--- config.mk ---
export PLATFORM = sky130hd
export DESIGN_NAME = dcpu16_mbus_arb
export DESIGN_NICKNAME = d
export VERILOG_FILES = /design/src/rtl/dcpu16_mbus_pkg.sv /design/src/rtl/dcpu16_rrarb.sv /design/src/rtl/dcpu16_mbus_arb.sv
export SDC_FILE = /design/constraint.sdc
export NUM_CORES = 1
export LEC_CHECK = 0
export CAP_MARGIN = 0
export CORE_MARGIN = 2
export CORE_UTILIZATION = 39
export CTS_CLUSTER_SIZE = 12
export DETAILED_ROUTE_END_ITERATION = 10
export PLACE_DENSITY = 0.8
export SLEW_MARGIN = 10
export SYNTH_ARGS = -nofsm -noshare
export SYNTH_HDL_FRONTEND = slang
export SYNTH_SLANG_ARGS = --single-unit
--- constraint.sdc ---
create_clock -name clk -period 1.8 [get_ports clk]
set_input_delay 0.36 -clock clk [delete_from_list [all_inputs] [get_ports clk]]
set_output_delay 0.36 -clock clk [all_outputs]
set_load 0.05 [all_outputs]
--- src/rtl/dcpu16_mbus_pkg.sv ---
// Shared types and constants for the dcpu16 memory-bus arbiter.
package dcpu16_mbus_pkg;

  typedef enum logic [1:0] {
    IDLE = 2'd0,
    BUS  = 2'd1,
    RESP = 2'd2
  } state_t;

  // Read data returned to the requester when the watchdog aborts a cycle.
  localparam logic [63:0] ABORT_DATA = '1;

  localparam int TMO_DEFAULT = 255;

endpackage

--- src/rtl/dcpu16_rrarb.sv ---
// Combinational round-robin picker: the search starts one past the last winner.
module dcpu16_rrarb #(
  parameter int CH = 2,
  parameter int LW = $clog2(CH)
) (
  input  logic [CH-1:0] req,
  input  logic [LW-1:0] last,
  output logic [CH-1:0] gnt,
  output logic          any
);

  logic [LW-1:0] sel;

  // Walk from the farthest position back to the nearest, so the nearest requester wins.
  always_comb begin
    gnt = '0;
    sel = '0;
    for (int k = CH - 1; k >= 0; k--) begin
      sel = LW'((int'(last) + 1 + k) % CH);
      if (req[sel]) begin
        gnt      = '0;
        gnt[sel] = 1'b1;
      end
    end
  end

  assign any = |req;

endmodule

--- src/rtl/dcpu16_mbus_arb.sv ---
// Round-robin arbiter merging CH requesters onto one shared memory port.
// Optional bus watchdog enabled by defining DCPU16_MBUS_TIMEOUT_EN.
module dcpu16_mbus_arb
  import dcpu16_mbus_pkg::*;
#(
  parameter int CH  = 2,
  parameter int AW  = 16,
  parameter int DW  = 16,
  parameter int TMO = TMO_DEFAULT
) (
  input  logic             clk,
  input  logic             rst,
  input  logic [CH*AW-1:0] c_adr,
  input  logic [CH-1:0]    c_stb,
  input  logic [CH-1:0]    c_wre,
  input  logic [CH*DW-1:0] c_dto,
  output logic [DW-1:0]    c_dti,
  output logic [CH-1:0]    c_ack,
  output logic             c_err,
  output logic [AW-1:0]    m_adr,
  output logic             m_stb,
  output logic             m_wre,
  output logic [DW-1:0]    m_dto,
  input  logic [DW-1:0]    m_dti,
  input  logic             m_ack,
  output logic             ena
);

  localparam int LW = $clog2(CH);

  if (CH < 2 || CH > 8) begin : g_bad_ch
    $error("dcpu16_mbus_arb: CH must be in 2..8");
  end
  if (TMO < 1 || TMO > 65535) begin : g_bad_tmo
    $error("dcpu16_mbus_arb: TMO must be in 1..65535");
  end

  state_t        state, state_nx;
  logic [CH-1:0] gnt_w;
  logic          any_w;
  logic [LW-1:0] win_idx, gnt_idx, last_q;
  logic [CH-1:0] gnt_q;
  logic [AW-1:0] sel_adr;
  logic          sel_wre;
  logic [DW-1:0] sel_dto;
  logic          load, finish, abort, expire;

  dcpu16_rrarb #(.CH(CH), .LW(LW)) u_rrarb (
    .req  (c_stb),
    .last (last_q),
    .gnt  (gnt_w),
    .any  (any_w)
  );

  always_comb begin
    win_idx = '0;
    sel_adr = '0;
    sel_wre = 1'b0;
    sel_dto = '0;
    for (int i = 0; i < CH; i++) begin
      if (gnt_w[i]) begin
        win_idx = LW'(i);
        sel_adr = c_adr[i*AW +: AW];
        sel_wre = c_wre[i];
        sel_dto = c_dto[i*DW +: DW];
      end
    end
  end

  always_ff @(posedge clk or negedge rst) begin
    if (!rst) state <= IDLE;
    else      state <= state_nx;
  end

  always_comb begin
    state_nx = state;
    case (state)
      IDLE:    if (any_w) state_nx = BUS;
      BUS:     if (m_ack || expire) state_nx = RESP;
      RESP:    state_nx = IDLE;
      default: state_nx = IDLE;
    endcase
  end

  // An ack arriving in the expiry cycle takes precedence over the abort.
  always_comb begin
    load   = (state == IDLE) && any_w;
    finish = (state == BUS) && (m_ack || expire);
    abort  = finish && !m_ack;
  end

  always_ff @(posedge clk or negedge rst) begin
    if (!rst) begin
      m_adr   <= '0;
      m_stb   <= 1'b0;
      m_wre   <= 1'b0;
      m_dto   <= '0;
      c_dti   <= '0;
      c_ack   <= '0;
      gnt_q   <= '0;
      gnt_idx <= '0;
      last_q  <= LW'(CH - 1);
    end else begin
      c_ack <= '0;
      if (load) begin
        m_adr   <= sel_adr;
        m_wre   <= sel_wre;
        m_dto   <= sel_dto;
        m_stb   <= 1'b1;
        gnt_q   <= gnt_w;
        gnt_idx <= win_idx;
      end
      if (finish) begin
        m_stb  <= 1'b0;
        c_dti  <= abort ? ABORT_DATA[DW-1:0] : m_dti;
        c_ack  <= gnt_q;
        last_q <= gnt_idx;
      end
    end
  end

`ifdef DCPU16_MBUS_TIMEOUT_EN
  localparam int TW = 16;
  logic [TW-1:0] cnt;
  logic          err_q;

  // cnt holds the number of BUS cycles elapsed, including the current one.
  assign expire = (state == BUS) && (cnt == TW'(TMO));

  always_ff @(posedge clk or negedge rst) begin
    if (!rst) begin
      cnt   <= '0;
      err_q <= 1'b0;
    end else begin
      err_q <= abort;
      if (load)              cnt <= TW'(1);
      else if (state == BUS) cnt <= cnt + TW'(1);
    end
  end

  assign c_err = err_q;
`else
  assign expire = 1'b0;
  assign c_err  = 1'b0;
`endif

  assign ena = &(~c_stb | c_ack);

endmodule

# Word-level counts from Yosys, hierarchy flattened
# Cells that the tools add are included.
# W data, S select, Z words.
# word_totals
elab_cells	56
ff_bits	58
out_inout_bits	54
# classes
muxes	24
eq_ne	3
magnitude_cmp	4
reduce_logical	11
bitwise	2
addsub	2
# ops
cell	n
$mux W16	5
$mux W1	11
$mux W2	5
$logic_and A1 B1 Y1	5
$lt A1 B2 Y1 const B	2
$ne A2 B2 Y1 const B	2
$pmux W2 S2	1
$reduce_and A2 Y1	2
$add A1 B1 Y1 const B	2
$demux W1 S1	2
$eq A2 B1 Y1 const B	1
$ge A1 B1 Y1 const B	2
$logic_not A2 Y1	1
$not A2 Y2	1
$or A2 B2 Y2	1
$reduce_bool A2 Y1	1
$reduce_or A2 Y1	1
$logic_not A1 Y1	1

# Longest topological paths before layout
# Gate-level depths: netlist of run 1.
# logic_depth
ltp_word	10
ltp_mapped	7
depth_no_buf	3

# By module
# Synthesis of run 1 repeated with hierarchy kept, for this count alone.
# unflattened
cells_unflattened	244
area_unflattened_um2	2536.2
# by_module_without_submodules
module	area_each_um2	cells_per_inst	seq_area_each_um2	instances
dcpu16_mbus_arb	2511.2	240	1427.6	1
dcpu16_rrarb	25.0	4	0.0	1

# Least setup slack after synthesis of run 1
# No wires, ideal clock.
# synth_path
kind	register to output
from	register c_ack[0]
to	output port ena
path_slack_ns	-0.085
arrival_time_ns	1.525
required_time_ns	1.440
path_buffers	0
stages_incl_launch_ff	3
cell_sequence	dfrtp_1 > inv_1 > a22oi_1
# synth_between
elab_chain_len	2
# synth_rtl
element	line	rtl
from (decl)	dcpu16_mbus_arb.sv:18	output logic [CH-1:0] c_ack,
from (signal assigned)	dcpu16_mbus_arb.sv:116	c_ack <= gnt_q;
$or A2 B2 Y2	dcpu16_mbus_arb.sv:147	assign ena = &(~c_stb | c_ack);
$reduce_and A2 Y1	dcpu16_mbus_arb.sv:147	
to (decl)	dcpu16_mbus_arb.sv:26	output logic ena
# No other way between the ends.

# Worst setup path in the final report of run 1
# layout_path
from	input port c_stb[0]
to	output port ena
# layout_between
elab_chain_len	3
# layout_rtl
element	line	rtl
from (decl)	dcpu16_mbus_arb.sv:14	input logic [CH-1:0] c_stb,
$not A2 Y2	dcpu16_mbus_arb.sv:147	
$or A2 B2 Y2	dcpu16_mbus_arb.sv:147	
$reduce_and A2 Y1	dcpu16_mbus_arb.sv:147	
# No other way between the ends.

==> impl_metrics.tcl, run 1 <==
set metrics [dict create \
    status "finished, violations left" \
    violations "design-rule violations" \
    synth-seq-area-share_pct 54.72 \
    total_leakage_power_nw 1.770 \
    area_growth_pct 63.02 \
    synth_nets 307 \
    drv_cap 0 \
    path_delay_family "buffers and inverters" \
    synth_mux_area_share_pct 6.906 \
    path_cells "clkdlybuf4s50_1 > buf_4 > a22oi_2 > buf_12" \
    wl_per_cell_um 17.19 \
    final_common_cell "clkdlybuf4s50_1" \
    die_area_mm2 0.007359 \
    cts_tree "done" \
    clkTransAtPathRegs_ps 60 \
    max_freq_ghz 0.5869 \
    synth_compound_area_share_pct 29.88 \
    cts.sinks 57 \
    first_iter_violations 96 \
    syn_area_per_cell_um2 11.86 \
    synth_cell_types 25 \
    initial_utilization_pct 40.62 \
    antenna_found_initial 0 \
    synth_top_cell_by_area "dfrtp_1" \
    h-tree-depth 3 \
    place_area_mm2 0.004016 \
    grt_pass1_vias 2529 \
    synth_top_family_by_area "compound AO/OA/AOI/OAI gates" \
    hpwl_mm 5.651 \
    max_stage_delay_ps 440 \
    layout_setup_ws_ps 95.99 \
    yosys_warnings 0 \
    final_nets 449 \
    die_y_um 85.79 \
    multi_input_area_mm2 0.001037 \
    synth_seq_cells 57 \
    end_kind "output pin" \
    required_ps 1440 \
    crit_arrival_ps 1340 \
    hold_class "reg -> reg" \
    p_per_area_mw_per_mm2 2053 \
    synth_xor_area_share_pct 0 \
    cts-buffers-inserted 9 \
    design_area_mm2 0.004253 \
    io_pins 141 \
    regArea_mm2 0.001428 \
    skew_ps 6.840 \
    core_mm2 0.006422 \
    setup_viol_count_final 0 \
    grt_pass1_wl_mm 12.40 \
    dr.pass1.iters 8 \
    slew_violations 0 \
    grt_use_total_pct 21.66 \
    die_w_um 85.79 \
    yosys.area_share.simple_pct 2.110 \
    crit_path_start_kind "primary input" \
    portBuffers 139 \
    drc 8 \
    setup_tns_ps 0 \
    synthCells 220 \
    finalHoldViolations 0 \
    diodes 0 \
    via_per_inst 5.396 \
    rows 29 \
    crit_buf_inv 3 \
    slowest_stage "clkdlybuf4s50_1" \
    clock_latency_ps 320 \
    grt.overflow.total 0 \
    max-vdd-ir-drop_mv 0.9789 \
    num-fill-cells 531 \
    yosys.area_share.adder_pct 0 \
    vias 2396 \
    crit_path_max_fanout 3 \
    fin_total_pwr_mw 8.731 \
    place_congestion 0.7502 \
    dp_worst_setup_slack_ps 48.77 \
    yosys.area.top_type_share_pct 53.72 \
    drt_wl_total_mm 7.634 \
    cts_root_buffer "clkbuf_8" \
    rsz0062_at_grt "no" \
    drive_gt1_share_pct 37.06 \
    grt_max_degree 36 \
    whs_ps 497.5 \
    critPathKind "in -> out" \
    finalCritPeriodShare_pct 94.67 \
    syn_area_mm2 0.002609 \
    ys_top_cells_by_area "dfrtp_1 (54%), a32oi_1 (11%), a21oi_2 (10%)" \
    cts_buffer_depth 2 \
    postRouteAntennaNets 0 \
    fin_crit_ps 1704 \
    final_cell_mix "clkdlybuf4s50_1 (85), buf_4 (64), dfrtp_1 (56)" \
    cts_setup_buffers 0 \
]
## cell usage after synthesis (all sizes together)
master	n
a21boi	2
a21o	1
a21oi	66
a22oi	1
a32oi	33
and2	1
buf	8
clkbuf	17
conb	1
dfrtp	56
dfstp	1
inv	5
mux2	16
nand2	1
nand2b	2
nand3	1
nand3b	1
nor2	3
o21a	1
o21ai	2
or2	1
## area by class of cell
class | instances | share of cell area, %
clock buffer | 15 | 4.619
multi-input combinational | 133 | 24.39
clock inverter | 1 | 0.7061
tap | 77 | 2.265
inverter | 5 | 0.4413
timing repair buffer | 156 | 34.01
sequential | 57 | 33.57
## path summary, 6_finish.rpt
| kind | cells past startpoint | end | slack [ps] | from |
|---|---|---|---|---|
| worst max-delay path | 4 | ena | 100 | c_stb[0] |
| worst min-delay path | 2 | c_ack[0]$_DFF_PN0_ | 500 | gnt_q[0]$_DFFE_PN0P_ |
| worst max register to register | 4 | gnt_idx$_DFFE_PN0P_ | 430 | state[0]$_DFFE_PN0P_ |
| worst min register to register | 2 | c_ack[0]$_DFF_PN0_ | 500 | gnt_q[0]$_DFFE_PN0P_ |
| max in group asynchronous | 3 | last_q$_DFFE_PN1N_ | 680 | rst |
| min in group asynchronous | 2 | c_dti[6]$_DFFE_PN0N_ | 540 | rst |
## per-stage QoR
step / std cells / utilization, %
floorplan: 220 / -
global placement: 427 / 62.54
detailed placement: 427 / 62.54
CTS: 444 / 66.22
global route: 444 / 66.22
finish: 444 / 66.22
## logic make-up (layout without fill, tap and decap cells)
family          Yosys count  count (layout)
compound gates          106             106
buf+inv                  30             177
flops                    57              57
mux                      16              16
other cells               1               1
simple gates             10              10
## registers in the layout (all words and copies together), names as in the netlist
| signal | cells |
|---|---|
| state | 2 |
| last_q | 1 |
| m_wre | 1 |
| gnt_idx | 1 |
| c_dti | 16 |
| gnt_q | 1 |
| c_ack | 2 |
| m_dto | 16 |
| m_stb | 1 |
| m_adr | 16 |
## where the power goes
part	switching (mW)	total [mW]	internal, mW
Clock	0.480	1.31	0.830
Combinational	3.39	5.11	1.72
Sequential	0.365	2.31	1.94
Total	4.24	8.73	4.49
## tightest hold or removal path: cells and delay by family, from the launching register on
family | cells | cell delay, ps
buffers and inverters | 1 | 50
flip-flops | 1 | 330
AND/OR/NAND/NOR | 1 | 80
## per-layer routing
metal | global-route usage, % | up-vias | part of all wire [%]
met5 | 0 | - | 0
met4 | 9.380 | 0 | 1.7
met3 | 3.946 | 11 | 5.2
met2 | 36.72 | 83 | 53
met1 | 27.15 | 1190 | 40
li1 | - | 1112 | -
## repair_timing
action,4_1_cts,5_1_grt
hold buffers,1,0
gates resized for setup,0,0
hold endpoints to repair,12,0
Note: power is estimated with default switching activity, not from simulation.
==> run 2: changes to the inputs <==
- RECOVER_POWER: unset -> 50
==> impl_metrics.tcl, run 2 (synthesized netlist as in run 1, its figures left out) <==
set metrics [dict create \
    die_area_mm2 0.007359 \
    hpwl_mm 5.651 \
    finalHoldViolations 0 \
    slowest_stage "clkdlybuf4s50_1" \
    max_stage_delay_ps 440 \
    critPathKind "in -> out" \
    crit_path_start_kind "primary input" \
    rows 29 \
    grt_pass1_wl_mm 12.40 \
    core_mm2 0.006422 \
    setup_viol_count_final 0 \
    dpl.cell_count 427 \
    via_per_inst 5.396 \
    total_leakage_power_nw 1.693 \
    place_congestion 0.7502 \
    die_y_um 85.79 \
    cts_root_buffer "clkbuf_8" \
    skew_ps 6.708 \
    rrSetupSlack_ps 430 \
    vias 2396 \
    die_w_um 85.79 \
    final_util_pct 64.78 \
    hold_class "reg -> reg" \
    place_area_mm2 0.004016 \
    finalCritPeriodShare_pct 94.71 \
    stdcell_count 444 \
    portBuffers 139 \
    clkTransAtPathRegs_ps 60 \
    cts_tree "done" \
    path_cells "clkdlybuf4s50_1 > buf_4 > a22oi_2 > buf_12" \
    wl_per_cell_um 17.25 \
    cts-buffers-inserted 9 \
    diodes 0 \
    grt_use_total_pct 21.66 \
    required_ps 1440 \
    slew_violations 0 \
    grt_max_degree 36 \
    dr.pass1.iters 8 \
    postRouteAntennaNets 0 \
    max_freq_ghz 0.5866 \
    io_pins 141 \
    grt_pass1_vias 2529 \
    num-fill-cells 548 \
    first_iter_violations 84 \
    end_kind "output pin" \
    reg_top3 "c_dti: 16 flops, m_adr: 16 flops, m_dto: 16 flops" \
    max-vdd-ir-drop_mv 0.9478 \
    final_cell_mix "clkdlybuf4s50_1 (84), dfrtp_1 (56), buf_4 (43)" \
    final_common_cell "clkdlybuf4s50_1" \
    cts_buffer_depth 2 \
    clock_latency_ps 320 \
    drc 8 \
    initial_utilization_pct 40.62 \
    design_area_mm2 0.004160 \
    fin_crit_ps 1705 \
    drive_gt1_share_pct 31.61 \
    violations "design-rule violations" \
    slew_headroom_pct 56.64 \
    h-tree-depth 3 \
    final_nets 449 \
    status "finished, violations left" \
    antenna_found_initial 0 \
    worst_slew_pin_slew_ps 650.3 \
    p_per_area_mw_per_mm2 2049 \
    setup_tns_ps 0 \
    drv_cap 0 \
    crit_arrival_ps 1340 \
    fin_total_pwr_mw 8.525 \
    grt.overflow.total 0 \
    drt_wl_total_mm 7.661 \
    area_growth_pct 59.47 \
    cts_resized 0 \
    cts.sinks 57 \
    crit_path_max_fanout 3 \
    rsz0062_at_grt "no" \
]
==> run 2: cell count changes in the layout (fill, tap and decap cells not counted) <==
cell,before,now
buf_4,64,43
clkdlybuf4s50_1,85,84
clkbuf_1,1,21
clkbuf_2,0,2
buf_12,5,4
dlygate4sd3_1,1,2
==> run 2: final cells by class <==
class,instances,area [µm²],share of cell area [%]
multi-input combinational,133,1037,24.93
clock buffer,15,196.4,4.722
tap,77,96.34,2.316
sequential,57,1428,34.32
inverter,5,18.77,0.4511
timing repair buffer,156,1354,32.54
clock inverter,1,30.03,0.7218
==> run 2: power by group <==
part | total [mW] | internal (mW) | switching, mW
combinational | 4.91 | 1.52 | 3.40
sequential | 2.30 | 1.94 | 0.361
clock | 1.31 | 0.830 | 0.478
total | 8.52 | 4.29 | 4.23
==> run 2: routing by layer <==
layer / GRT usage (%) / share of wire (%)
met5: 0 / 0
met4: 9.380 / 1.7
met3: 3.946 / 5.2
met2: 36.72 / 53
met1: 27.15 / 40
==> run 2: final timing paths <==
check | startpoint | cells past startpoint | endpoint
setup reg to reg | state[0]$_DFFE_PN0P_ | 4 | gnt_idx$_DFFE_PN0P_
hold / removal | gnt_q[0]$_DFFE_PN0P_ | 2 | c_ack[0]$_DFF_PN0_
max in group asynchronous | rst | 3 | m_dto[4]$_DFFE_PN0P_
min in group asynchronous | rst | 2 | c_dti[6]$_DFFE_PN0N_
hold reg to reg | gnt_q[0]$_DFFE_PN0P_ | 2 | c_ack[0]$_DFF_PN0_
setup / recovery | c_stb[0] | 4 | ena
==> run 2: critical path, delay by kind of cell <==
family	cells	cell delay (ps)
buffers and inverters	3	780
AOI/OAI and AO/OA	1	200
==> run 2: repair_timing <==
item                                   in CTS  in global routing
buffers inserted                            0                  0
hold buffers                                1                  0
endpoints found under the hold margin      12                  0
==> run 2: through the flow <==
stage               hold slack, ps  setup WS (ps)
CTS                          505.1          81.97
global route                 533.3          41.57
detailed placement           347.0          48.77
global placement             348.5          100.7
floorplan                    64.41          179.0
finish                       497.6          95.18
